File: config.mk
export PLATFORM = sky130hd
export DESIGN_NAME = stream_cipher_arbiter
export DESIGN_NICKNAME = d
export VERILOG_FILES = /design/src/rtl/stream_cipher_arbiter.sv
export SDC_FILE = /design/constraint.sdc
export NUM_CORES = 1
export LEC_CHECK = 0
export BUFFER_PORTS_ARGS = -buffer_cell sky130_fd_sc_hd__buf_2
export CAP_MARGIN = 10
export CORE_ASPECT_RATIO = 1.1
export CORE_MARGIN = 2
export CORE_UTILIZATION = 53
export CTS_CLUSTER_SIZE = 16
export DETAILED_ROUTE_END_ITERATION = 8
export HOLD_SLACK_MARGIN = 0.05
export PLACE_DENSITY_LB_ADDON = 0.15
export REMOVE_ABC_BUFFERS = 1
export SYNTH_ARGS = -nofsm -noshare
export SYNTH_HDL_FRONTEND = slang
export SYNTH_SLANG_ARGS = --single-unit
File: constraint.sdc
create_clock -name clk -period 4.5 [get_ports clk]
set_input_delay 0.45 -clock clk [delete_from_list [all_inputs] [get_ports clk]]
set_output_delay 0.45 -clock clk [all_outputs]
set_load 0.02 [all_outputs]
File: src/rtl/stream_cipher_arbiter.sv
// ---------------------------------------------------------------------------
// stream_cipher_arbiter
//   Shares one byte-stream cipher between two requesters (ch0, ch1) using
//   round-robin burst arbitration. The winning byte/key pair is registered
//   toward the cipher. A small in-flight FIFO records the source channel of
//   every issued byte, so each cipher result is returned tagged with its
//   originating channel.
//
// Parameters
//   BURST_MAX  max bytes accepted from one channel per grant while the other
//              channel is waiting (>= 1)
//   TAG_DEPTH  in-flight tag FIFO depth, power of 2, >= cipher latency + 2
//
// Ports
//   clk, rst_n                     clock, asynchronous active-low reset
//   chX_valid/chX_char/chX_key     requester byte, key and valid (X = 0, 1)
//   chX_ready                      byte accepted when chX_valid & chX_ready
//   cph_din_valid/cph_key/cph_char registered request toward the cipher
//   cph_dout/cph_dout_ready        cipher result and its strobe
//   out_valid/out_char/out_ch      tagged result (one-cycle pulse per byte)
//   busy                           arbiter granted or results still in flight
//   err_tag                        sticky: cipher result arrived with no tag
// ---------------------------------------------------------------------------
module stream_cipher_arbiter #(
  parameter int BURST_MAX = 4,
  parameter int TAG_DEPTH = 4
) (
  input  logic       clk,
  input  logic       rst_n,
  input  logic       ch0_valid,
  input  logic [7:0] ch0_char,
  input  logic [7:0] ch0_key,
  output logic       ch0_ready,
  input  logic       ch1_valid,
  input  logic [7:0] ch1_char,
  input  logic [7:0] ch1_key,
  output logic       ch1_ready,
  output logic       cph_din_valid,
  output logic [7:0] cph_key,
  output logic [7:0] cph_char,
  input  logic [7:0] cph_dout,
  input  logic       cph_dout_ready,
  output logic       out_valid,
  output logic [7:0] out_char,
  output logic       out_ch,
  output logic       busy,
  output logic       err_tag
);

  localparam int PW = $clog2(TAG_DEPTH);
  localparam int CW = $clog2(BURST_MAX) + 1;
  localparam logic [CW-1:0] BURST_LAST = CW'(BURST_MAX - 1);
  localparam logic [PW:0]   FULL_CNT   = (PW+1)'(TAG_DEPTH);
  localparam logic [PW:0]   CNT_ONE    = (PW+1)'(1);
  localparam logic [PW-1:0] PTR_ONE    = PW'(1);

  typedef enum logic [1:0] {
    IDLE = 2'd0,
    GNT0 = 2'd1,
    GNT1 = 2'd2
  } state_e;

  state_e        state_q, state_d;
  logic          last_q, last_d;
  logic [CW-1:0] cnt_q, cnt_d;

  logic          tag_mem_q [TAG_DEPTH];
  logic [PW-1:0] wr_ptr_q, rd_ptr_q;
  logic [PW:0]   count_q;

  logic          din_valid_q;
  logic [7:0]    din_char_q, din_key_q;
  logic          out_valid_q, out_ch_q, err_tag_q;
  logic [7:0]    out_char_q;

  logic tag_full, tag_empty, acc0, acc1, accept, pop;

  assign tag_full  = (count_q == FULL_CNT);
  assign tag_empty = (count_q == '0);
  assign ch0_ready = (state_q == GNT0) && !tag_full;
  assign ch1_ready = (state_q == GNT1) && !tag_full;
  assign acc0      = ch0_valid && ch0_ready;
  assign acc1      = ch1_valid && ch1_ready;
  assign accept    = acc0 || acc1;
  assign pop       = cph_dout_ready && !tag_empty;

  // Arbitration. The burst counter saturates at BURST_MAX-1 so that a
  // channel which kept streaming alone still yields on its next accept once
  // the other channel shows up.
  always_comb begin
    state_d = state_q;
    last_d  = last_q;
    cnt_d   = cnt_q;
    unique case (state_q)
      IDLE: begin
        if (ch0_valid && ch1_valid) state_d = last_q ? GNT0 : GNT1;
        else if (ch0_valid)         state_d = GNT0;
        else if (ch1_valid)         state_d = GNT1;
      end
      GNT0: begin
        if (!ch0_valid) begin
          state_d = ch1_valid ? GNT1 : IDLE;
        end else if (acc0) begin
          if (cnt_q >= BURST_LAST && ch1_valid) state_d = GNT1;
          else if (cnt_q < BURST_LAST)          cnt_d   = cnt_q + CW'(1);
        end
      end
      GNT1: begin
        if (!ch1_valid) begin
          state_d = ch0_valid ? GNT0 : IDLE;
        end else if (acc1) begin
          if (cnt_q >= BURST_LAST && ch0_valid) state_d = GNT0;
          else if (cnt_q < BURST_LAST)          cnt_d   = cnt_q + CW'(1);
        end
      end
      default: state_d = IDLE;
    endcase
    if (state_d != state_q) begin
      cnt_d = '0;
      if (state_d == GNT0)      last_d = 1'b0;
      else if (state_d == GNT1) last_d = 1'b1;
    end
  end

  always_ff @(posedge clk or negedge rst_n) begin
    if (!rst_n) begin
      state_q <= IDLE;
      last_q  <= 1'b1;
      cnt_q   <= '0;
    end else begin
      state_q <= state_d;
      last_q  <= last_d;
      cnt_q   <= cnt_d;
    end
  end

  // In-flight tag FIFO: push the granted channel on accept, pop on each
  // cipher result. A result with no outstanding tag is flagged, not popped.
  always_ff @(posedge clk or negedge rst_n) begin
    if (!rst_n) begin
      wr_ptr_q <= '0;
      rd_ptr_q <= '0;
      count_q  <= '0;
      for (int i = 0; i < TAG_DEPTH; i++) tag_mem_q[i] <= 1'b0;
    end else begin
      if (accept) begin
        tag_mem_q[wr_ptr_q] <= acc1;
        wr_ptr_q            <= wr_ptr_q + PTR_ONE;
      end
      if (pop) rd_ptr_q <= rd_ptr_q + PTR_ONE;
      unique case ({accept, pop})
        2'b10:   count_q <= count_q + CNT_ONE;
        2'b01:   count_q <= count_q - CNT_ONE;
        default: count_q <= count_q;
      endcase
    end
  end

  // Cipher request and tagged result registers.
  always_ff @(posedge clk or negedge rst_n) begin
    if (!rst_n) begin
      din_valid_q <= 1'b0;
      din_char_q  <= '0;
      din_key_q   <= '0;
      out_valid_q <= 1'b0;
      out_char_q  <= '0;
      out_ch_q    <= 1'b0;
      err_tag_q   <= 1'b0;
    end else begin
      din_valid_q <= accept;
      if (accept) begin
        din_char_q <= acc1 ? ch1_char : ch0_char;
        din_key_q  <= acc1 ? ch1_key  : ch0_key;
      end
      out_valid_q <= pop;
      if (pop) begin
        out_char_q <= cph_dout;
        out_ch_q   <= tag_mem_q[rd_ptr_q];
      end
      if (cph_dout_ready && tag_empty) err_tag_q <= 1'b1;
    end
  end

  assign cph_din_valid = din_valid_q;
  assign cph_char      = din_char_q;
  assign cph_key       = din_key_q;
  assign out_valid     = out_valid_q;
  assign out_char      = out_char_q;
  assign out_ch        = out_ch_q;
  assign err_tag       = err_tag_q;
  assign busy          = (state_q != IDLE) || !tag_empty;

endmodule

After elaboration in Yosys (flattened, before gate mapping)
Index checks and enable logic that the tools add are counted.

storage, ports and cells
  register bits after elaboration = 45
  bits of input ports = 45
  output and inout port bits = 31
  logic and storage cells = 98

operators by class
  add/subtract/negate cells = 5
  magnitude comparators = 5
  eq/ne operators = 14
  muxes and demuxes = 33
  bitwise gates (word level) = 2
  reductions and logical operators = 22

operator list
  cell                 number
  $mux 3               8
  $mux 2               11
  $ne 3x2->1 const B   6
  $mux 8               2
  $pmux 3 s2           2
  $logic_and 1x1->1    10
  $reduce_and 7->1     1
  $add 3x1->3 const B  2
  $eq 2x1->1 const B   3
  $eq 2x2->1 const B   3
  $ge 3x3->1 const B   2
  $mux 1               6
  $not 2->3            2
  $pmux 2 s3           1
  $reduce_bool 2->1    3
  $add 2x1->2 const B  2
  $bwmux 4             1
  $eq 3x3->1 const B   1
  $ge 3x2->1 const B   1
  $logic_not 3->1      1
  $lt 3x1->1 const B   1
  $lt 3x2->1 const B   1
  $reduce_bool 3->1    1
  $sub 3x1->3 const B  1
  7 further kinds      9

Longest topological paths before layout
Gate-level depths: netlist (run 1).

  depth in word-level cells = 10
  gate-level depth with buffers = 12
  depth with buffers taken out = 11

Worst setup path before layout (run 1)
No wires, ideal clock.

  path type = reg2reg
  start = reg cnt_q[0]
  end = reg last_q
  setup time = 0.075 ns
  data arrival time = 2.416 ns
  data required time = 4.425 ns
  path slack = 2.009 ns
  stages on the path, launching flop included = 12
  path buffers = 0
  period minus slack after synthesis = 2.491 ns
  path through = dfrtp_1 > ha_1 > ha_1 > a211o_2 > nand2_4 > a311oi_1 > a21oi_1 > a22oi_1 > or2_2 > ha_1 > a41oi_1 > mux2i_1

on the way
  cells in the longest elaborated chain, start to end = 9
  elaborated cells between the ends (all ways) = 16
  those cells by class = 1 x order compare; 3 x eq/ne; 8 x mux; 4 x reduce/logical

RTL lines
  element                                          RTL line  RTL
  from (decl)                                      65        logic [CW-1:0] cnt_q, cnt_d;
  from (signal assigned)                           133       cnt_q <= cnt_d;
  $ge 3x2->1 (*)                                   104, 112
  $logic_and 1x1->1 (on tied branches)             112, 104
  $mux 2 (on tied branches)                        112, 104
  $mux 2 (on tied branches)                        111, 103
  $mux 2 (on tied branches)                        109, 101
  $pmux 2 s3 (*)                                   94        unique case (state_q)
  $eq 2x1->1 / $eq 2x2->1 (equally long branches)  120, 121
  $reduce_bool 2->1 (no source line)               -
  $reduce_and 2->1 (no source line)                -
  to (signal assigned)                             132       last_q <= last_d;
  to (decl)                                        64        logic last_q, last_d;

Mark *: on every way between the ends. The rest lies on a longest branch, timed or not.
A chain may end at the register's enable or synchronous reset.

Final worst setup path (run 1)
  start = reg state_q[0]
  end = reg count_q[2]

on the way
  cells in the longest elaborated chain, start to end = 6
  elaborated cells between the ends (all ways) = 11
  those cells by class = 4 x eq/ne; 1 x mux; 6 x reduce/logical

RTL lines
  element                                                 RTL line  RTL
  from (decl)                                             63        state_e state_q, state_d;
  from (signal assigned)                                  131       state_q <= state_d;
  $eq 2x1->1 / $eq 2x2->1 (equally long branches)         80, 81
  $logic_and 1x1->1 (on tied branches)                    80, 81
  $logic_and 1x1->1 (on tied branches)                    82, 83
  $logic_or 1x1->1 (*)                                    84        assign accept = acc0 || acc1;
  $eq 2x1->1 / $eq 2x2->1 (equally long branches)         151       unique case ({accept, pop})
  $pmux 3 s2 / $reduce_bool 2->1 (equally long branches)  -
  to (signal assigned)                                    152       2'b10: count_q <= count_q + CNT_ONE;
  to (signal assigned)                                    153       2'b01: count_q <= count_q - CNT_ONE;
  to (signal assigned)                                    154       default: count_q <= count_q;
  to (decl)                                               69        logic [PW:0] count_q;

Marked as above.

==> results of run 1 <==
## layout make-up
cell class,count,area (um^2),area share [%]
Clock buffer,5,68.82,2.405
Sequential cell,45,1127,39.40
Clock inverter,3,25.02,0.8745
Multi-Input combinational cell,170,1134,39.62
Tap cell,54,67.56,2.361
Inverter,13,48.80,1.705
Timing Repair Buffer,77,390.4,13.64
## worst max-delay path, cell delays in order, from the launching register on
cell,delay (ns)
dfrtp_1,0.53
inv_1,0.14
ha_1,0.31
nand2_1,0.16
nor2_2,0.04
buf_4,0.24
nor2_1,0.19
ha_1,0.20
inv_1,0.06
fa_1,0.37
xor2_1,0.15
nor2_1,0.11
xor2_1,0.15
## cells in the final DEF (no fill, tap or decap), types with 6 or more instances in the layout
master / instances
nor2_1: 11
buf_2: 75
a21oi_1: 6
inv_1: 13
dfrtp_1: 44
o21ai_0: 20
ha_1: 12
mux2i_1: 19
nand2_1: 56
## metal layers
layer / track usage (%) / wire, um / up-vias
met5: 0 / 0 / -
met2: 32.79 / 2023 / 87
met4: 9.977 / 76 / 0
li1: - / - / 955
met1: 28.28 / 2142 / 833
met3: 5.054 / 375 / 5
## per-stage QoR
stage               cell area [um^2]  std cells  hold WS [ns]
finish                          2861        367        0.2664
global route                    2861        367        0.3258
floorplan                       2305        228        0.1544
CTS                             2861        367        0.3254
detailed placement              2768        359        0.4640
global placement                2768        359        0.4357
## cells by family (layout without fill, tap and decap cells)
family / Yosys count / in the layout
AO/OA/AOI/OAI: 43 / 43
buffers and inverters: 23 / 98
adder cells (fa/ha/maj): 13 / 13
multiplexers: 21 / 21
XOR/XNOR: 7 / 7
flip-flops: 45 / 45
AND/OR/NAND/NOR: 86 / 86
## how the worst max path moves through the flow
stage	end	slack, ns	cells past startpoint
after global routing	count_q[2]$_DFFE_PN0P_	1.49	12
after global placement	last_q$_DFFE_PN1P_	1.89	11
final	count_q[2]$_DFFE_PN0P_	1.76	12
after detailed placement	count_q[2]$_DFFE_PN0P_	1.83	12
after floorplan	count_q[1]$_DFFE_PN0P_	1.38	9
after CTS	count_q[2]$_DFFE_PN0P_	1.80	12
## power by group through the flow
stage / sequential (uW) / clock [uW] / combinational, uW
finish: 715 / 259 / 970
global route: 741 / 287 / 1090
CTS: 716 / 271 / 978
detailed placement: 718 / 0 / 980
global placement: 719 / 0 / 956
floorplan: 839 / 0 / 570
## state kept, by name, summed over array words and instances, names as in the netlist
signal,flops
cnt_q,3
count_q,3
cph_char,8
cph_din_valid,1
cph_key,8
err_tag,1
last_q,1
out_ch,1
out_char,8
out_valid,1
rd_ptr_q,2
state_q,2
tag_mem_q,4
wr_ptr_q,2
==> metrics.md, run 1 <==
| Metric | Value |
|---|---|
| Status | `finished, final reports clean` |
| First-pass GRT wire length | `7914 um` |
| Post-CTS Resized | `0` |
| CP required | `4.74 ns` |
| Starting DRT DRC Count | `157` |
| Share of the synthesized area in the top cell type | `46.78%` |
| Worst reg-to-reg setup slack | `1.76 ns` |
| Max Fclk | `365.5 MHz` |
| Final GP Congestion | `0.9416` |
| Hold crit path type | `in -> async` |
| Final Setup Violations | `0` |
| Top_reg_cell synth | `dfrtp_1` |
| Final worst path period need | `2.736 ns` |
| Sequential share of power | `36.8%` |
| FF-to-FF path depth | `12` |
| Synth top cells by count | `56 x nand2_1, 44 x dfrtp_1, 20 x o21ai_0, 19 x mux2i_1` |
| Total Routing Usage GR | `21.29%` |
| Cells after Synth | `238` |
| Mux cell area share after synthesis | `9.516%` |
| Combinational Power Share | `49.9%` |
| DRT Wirelength | `4617 um` |
| Total CTS buffers | `5` |
| Adder-cell share of the synthesized area | `7.230%` |
| DRT Pass-1 Iters | `4` |
| Post-synthesis simple-gate area fraction | `16.11%` |
| Combinational family with the most area after synthesis | `simple AND/OR/NAND/NOR gates` |
| Worst vdd ir | `0.3904 mV` |
| Clock share of power | `13.3%` |
| Fraction of layout cells with a size suffix above 1 | `31.63%` |
| Final Slew Violations | `0` |
| CTS Hold Bufs | `0` |
| P&R area growth vs syn | `21.58%` |
| Netlist cell types | `41` |
| Clk buf depth | `2` |
| Pre-CTS WS | `1.833 ns` |
| Die Ht | `73.89 um` |
| Number of H-tree levels | `2` |
| Via count | `1,880` |
| Post-layout util | `66.77%` |
| Number of global-route vias before repair | `1,772` |
| Io pins | `76` |
| Row cnt | `25` |
| Sequential area share after synthesis | `47.90%` |
| Die area | `0.004990 mm^2` |
| Clk Tree Root Cell | `clkbuf_8` |
| Crit Path Max Fanout | `38` |
| Fin crit share | `60.79%` |
| Area leader, netlist | `dfrtp_1` |
| Top-count cell post-synth | `nand2_1` |
| PwrDens | `679.4 mW/mm^2` |
| Maxcap violations | `0` |
| Pleak | `0.001409 uW` |
| Post-CTS Setup Bufs | `0` |
| Largest net degree at the start of global routing | `46` |
| Yosys warns | `0` |
| # nets final | `370` |
| N_diodes | `0` |
| Clk slew on worst S/H paths | `0.09 ns` |
| Synth area leaders | `dfrtp_1 47%, nand2_1 8.9%, mux2i_1 8.1%, ha_1 6.4%, o21ai_0 4.3%` |
| CTS Sinks | `45` |
| Clk_lat worst skew | `0.30 ns` |
| #FFs+latches synth | `45` |
| Reg2reg end | `count_q[2]$_DFFE_PN0P_` |
| GR Overflow Total | `0` |
| Post-synth ARST share | `100.0%` |
| WP data arrival | `2.97 ns` |
| Mapped Avg Cell Area | `9.889 um^2` |
| CP endpoint kind | `flop` |
| Detail Route Antenna Nets | `0` |
| NetSw | `843.3 uW` |
| Post-synth EDFFs | `0` |
| Sw Ratio | `43.38%` |
| CORE AREA | `0.004285 mm^2` |
| Die X | `67.54 um` |
| Worst reg2reg startpoint | `state_q[0]$_DFF_PN0_` |
| Pwr Total | `1944 uW` |
| Initial Util | `54.92%` |
| Clk_skew | `0.007566 ns` |
| Netlist Area Pre-Place | `0.002354 mm^2` |
| Post-route DRC | `0` |
| Initial antenna violation count | `0` |
| PortBufs | `75` |
| Int Pwr | `1101 uW` |
| CP startpoint kind | `flop` |
| Worst Max-Slew Pin Slew | `0.9443 ns` |
| Layout fillers | `340` |
| TNS Setup | `0 ns` |
| Vias per cell | `5.123` |
| Post-DR wirelength/cell | `12.58 um` |
| Slew headroom | `37.05%` |
| Post-DP HPWL | `3305 um` |
| Final Hold Fails | `0` |
| CP Launch Point | `state_q[0]$_DFF_PN0_` |
| Post-synthesis xor/xnor area fraction | `2.605%` |
| Setup slack after layout | `1.764 ns` |
| TritonCTS clock tree | `built` |
| RSZ-0062 raised after global routing | `no` |
| Critical path class | `reg -> reg` |
| Post-synthesis compound-gate area fraction | `12.49%` |
Note: power is estimated with default switching activity, not from simulation.
==> run 2, diff against run 1 <==
--- a/config.mk
+++ b/config.mk
@@ -9,7 +9,7 @@
 export CAP_MARGIN = 10
 export CORE_ASPECT_RATIO = 1.1
 export CORE_MARGIN = 2
-export CORE_UTILIZATION = 53
+export CORE_UTILIZATION = 46
 export CTS_CLUSTER_SIZE = 16
 export DETAILED_ROUTE_END_ITERATION = 8
 export HOLD_SLACK_MARGIN = 0.05
==> constraint.sdc (replaced) <==
create_clock -name clk -period 2.2 [get_ports clk]
set_input_delay 0.22 -clock clk [delete_from_list [all_inputs] [get_ports clk]]
set_output_delay 0.22 -clock clk [all_outputs]
set_load 0.02 [all_outputs]
==> metrics.md, run 2 (synthesis gave the netlist of run 1 again) <==
| Metric | Value |
|---|---|
| Int Pwr | `2701 uW` |
| Critical path class | `reg -> reg` |
| Area of the multi-input gates | `0.001271 mm^2` |
| Crit path buffers/inverters | `1` |
| Status | `finished with violations` |
| PortBufs | `75` |
| Slew headroom | `62.52%` |
| Detail Route Antenna Nets | `0` |
| TritonCTS clock tree | `built` |
| Hold crit path type | `in -> reg` |
| Post-layout util | `66.54%` |
| Final Setup Violations | `5` |
| Commonest cells after routing, fill and taps aside | `75 x buf_2, 55 x nand2_1, 44 x dfrtp_1, 35 x buf_4, 20 x o21ai_0` |
| Final GP Congestion | `0.8803` |
| Placed instance count | `395` |
| Die X | `72.20 um` |
| Clock share of power | `11.5%` |
| Global Route met2 Usage | `33.76%` |
| Clk Tree Root Cell | `clkbuf_8` |
| N_diodes | `0` |
| Largest net degree at the start of global routing | `46` |
| Post-DP HPWL | `3632 um` |
| Clk buf depth | `2` |
| Final worst path period need | `2.375 ns` |
| Io pins | `76` |
| CP endpoint kind | `flop` |
| Highest-delay cell along the critical path | `dfrtp_1` |
| Final Hold Fails | `0` |
| Row cnt | `27` |
| Routing usage on met3 | `3.934%` |
| Most frequent cell on the critical path | `ha_4` |
| Sw Ratio | `42.29%` |
| Max Fclk | `421.1 MHz` |
| CTS Sinks | `45` |
| DRT Wirelength | `5442 um` |
| Pleak | `0.001603 uW` |
| Final Slew Violations | `0` |
| Setup slack after layout | `-0.1746 ns` |
| Layout fillers | `405` |
| Initial Util | `47.39%` |
| Fraction of layout cells with a size suffix above 1 | `42.29%` |
| Sequential cell area | `0.001127 mm^2` |
| First-pass GRT wire length | `9018 um` |
| Total Routing Usage GR | `20.51%` |
| TNS Setup | `-0.3292 ns` |
| CORE AREA | `0.004966 mm^2` |
| CP startpoint kind | `flop` |
| Number of global-route vias before repair | `2,002` |
| DRT Pass-1 Iters | `4` |
| # nets final | `407` |
| CP max stage delay | `0.39 ns` |
| Pre-CTS WS | `-0.3574 ns` |
| Die area | `0.005705 mm^2` |
| Crit Path Max Fanout | `3` |
| Post-route DRC | `0` |
| Commonest non-fill, non-tap cell in the layout | `buf_2` |
| WP data arrival | `2.61 ns` |
| NetSw | `1979 uW` |
| P&R area growth vs syn | `40.40%` |
| Via count | `2,041` |
| Clk_lat worst skew | `0.30 ns` |
| Clk slew on worst S/H paths | `0.09 ns` |
| Met1 usage | `26.63%` |
| Starting DRT DRC Count | `120` |
| Vias per cell | `5.002` |
| Number of H-tree levels | `2` |
| Initial antenna violation count | `0` |
| Sequential share of power | `30.1%` |
| RSZ-0062 raised after global routing | `yes` |
| Worst vdd ir | `0.6540 mV` |
| Fin crit share | `107.9%` |
| GR Overflow Total | `0` |
| CP required | `2.44 ns` |
| Non-Filler Instances | `408` |
| Maxcap violations | `0` |
| Worst Max-Slew Pin Slew | `0.5622 ns` |
| PwrDens | `1417 mW/mm^2` |
| Failing checks | `negative setup slack` |
| Total CTS buffers | `5` |
| Clk_skew | `0.007940 ns` |
| Post-DR wirelength/cell | `13.34 um` |
| GRT busiest layer | `met2` |
| Crit-path leading delay family | `compound AO/OA/AOI/OAI gates` |
| CP cell instances | `ha_2 -> ha_4 -> a211o_4 -> nand2_4 -> buf_6 -> nand2_1 -> a22o_1 -> nand2_2 -> a21oi_4 -> ha_4 -> a41oi_2 -> mux2i_1` |
| Die Ht | `79.02 um` |
| Combinational Power Share | `58.5%` |
## run 2: routing by layer
metal,share of wire [%],wire [um]
met1,44,2381
met4,1.5,81
met2,49,2644
met5,0,0
met3,6.1,334
## run 2: stage by stage
step / cell area, um^2 / hold WS, ns / total power [uW]
after floorplan: 2305 / -0.07559 / 2882
after global placement: 3013 / 0.3408 / 3747
after detailed placement: 3013 / 0.3431 / 3801
after CTS: 3196 / 0.08813 / 4498
after global routing: 3304 / 0.07480 / 5068
final: 3304 / 0.09718 / 4681
## run 2: worst paths after layout
check                                      from                       to  slack, ns  depth (start not counted)
max                        cnt_q[1]$_DFFE_PN0P_       last_q$_DFFE_PN1P_      -0.17                         12
min                                 cph_dout[3]  out_char[3]$_DFFE_PN0P_        0.1                          3
max reg2reg                cnt_q[1]$_DFFE_PN0P_       last_q$_DFFE_PN1P_      -0.17                         12
min reg2reg                 err_tag$_DFFE_PN0P_      err_tag$_DFFE_PN0P_       0.46                          1
max in group asynchronous                 rst_n   cph_key[0]$_DFFE_PN0P_       1.29                          3
min in group asynchronous                 rst_n     state_q[0]$_DFF_PN0_       0.51                          3
## run 2: cell type report
type / instances / share of cell area (%)
multi-input combinational: 170 / 38.47
tap: 58 / 2.196
inverter: 13 / 1.477
sequential: 45 / 34.12
clock buffer: 5 / 2.083
clock inverter: 3 / 0.7573
timing repair buffer: 114 / 20.90
## run 2: power by group through the flow
stage | clock network, uW | registers (uW) | logic, uW
CTS | 557 | 1410 | 2530
global route | 603 | 1460 | 3010
finish | 538 | 1410 | 2740
detailed placement | 0 | 1410 | 2390
global placement | 0 | 1420 | 2330
floorplan | 0 | 1720 | 1170
## run 2: timing repair
action | 4_1_cts | 5_1_grt
hold buffers | 1 | 0
pin swaps | 5 | 9
buffers inserted | 2 | 2
resized for setup | 11 | 18
setup endpoints to repair | 5 | 6
endpoints found under the hold margin | 44 | 0
## run 2: worst min-delay path: stages
cell and delay [ns]:
buf_2 0.07, nand2_1 0.04, nand2_1 0.04
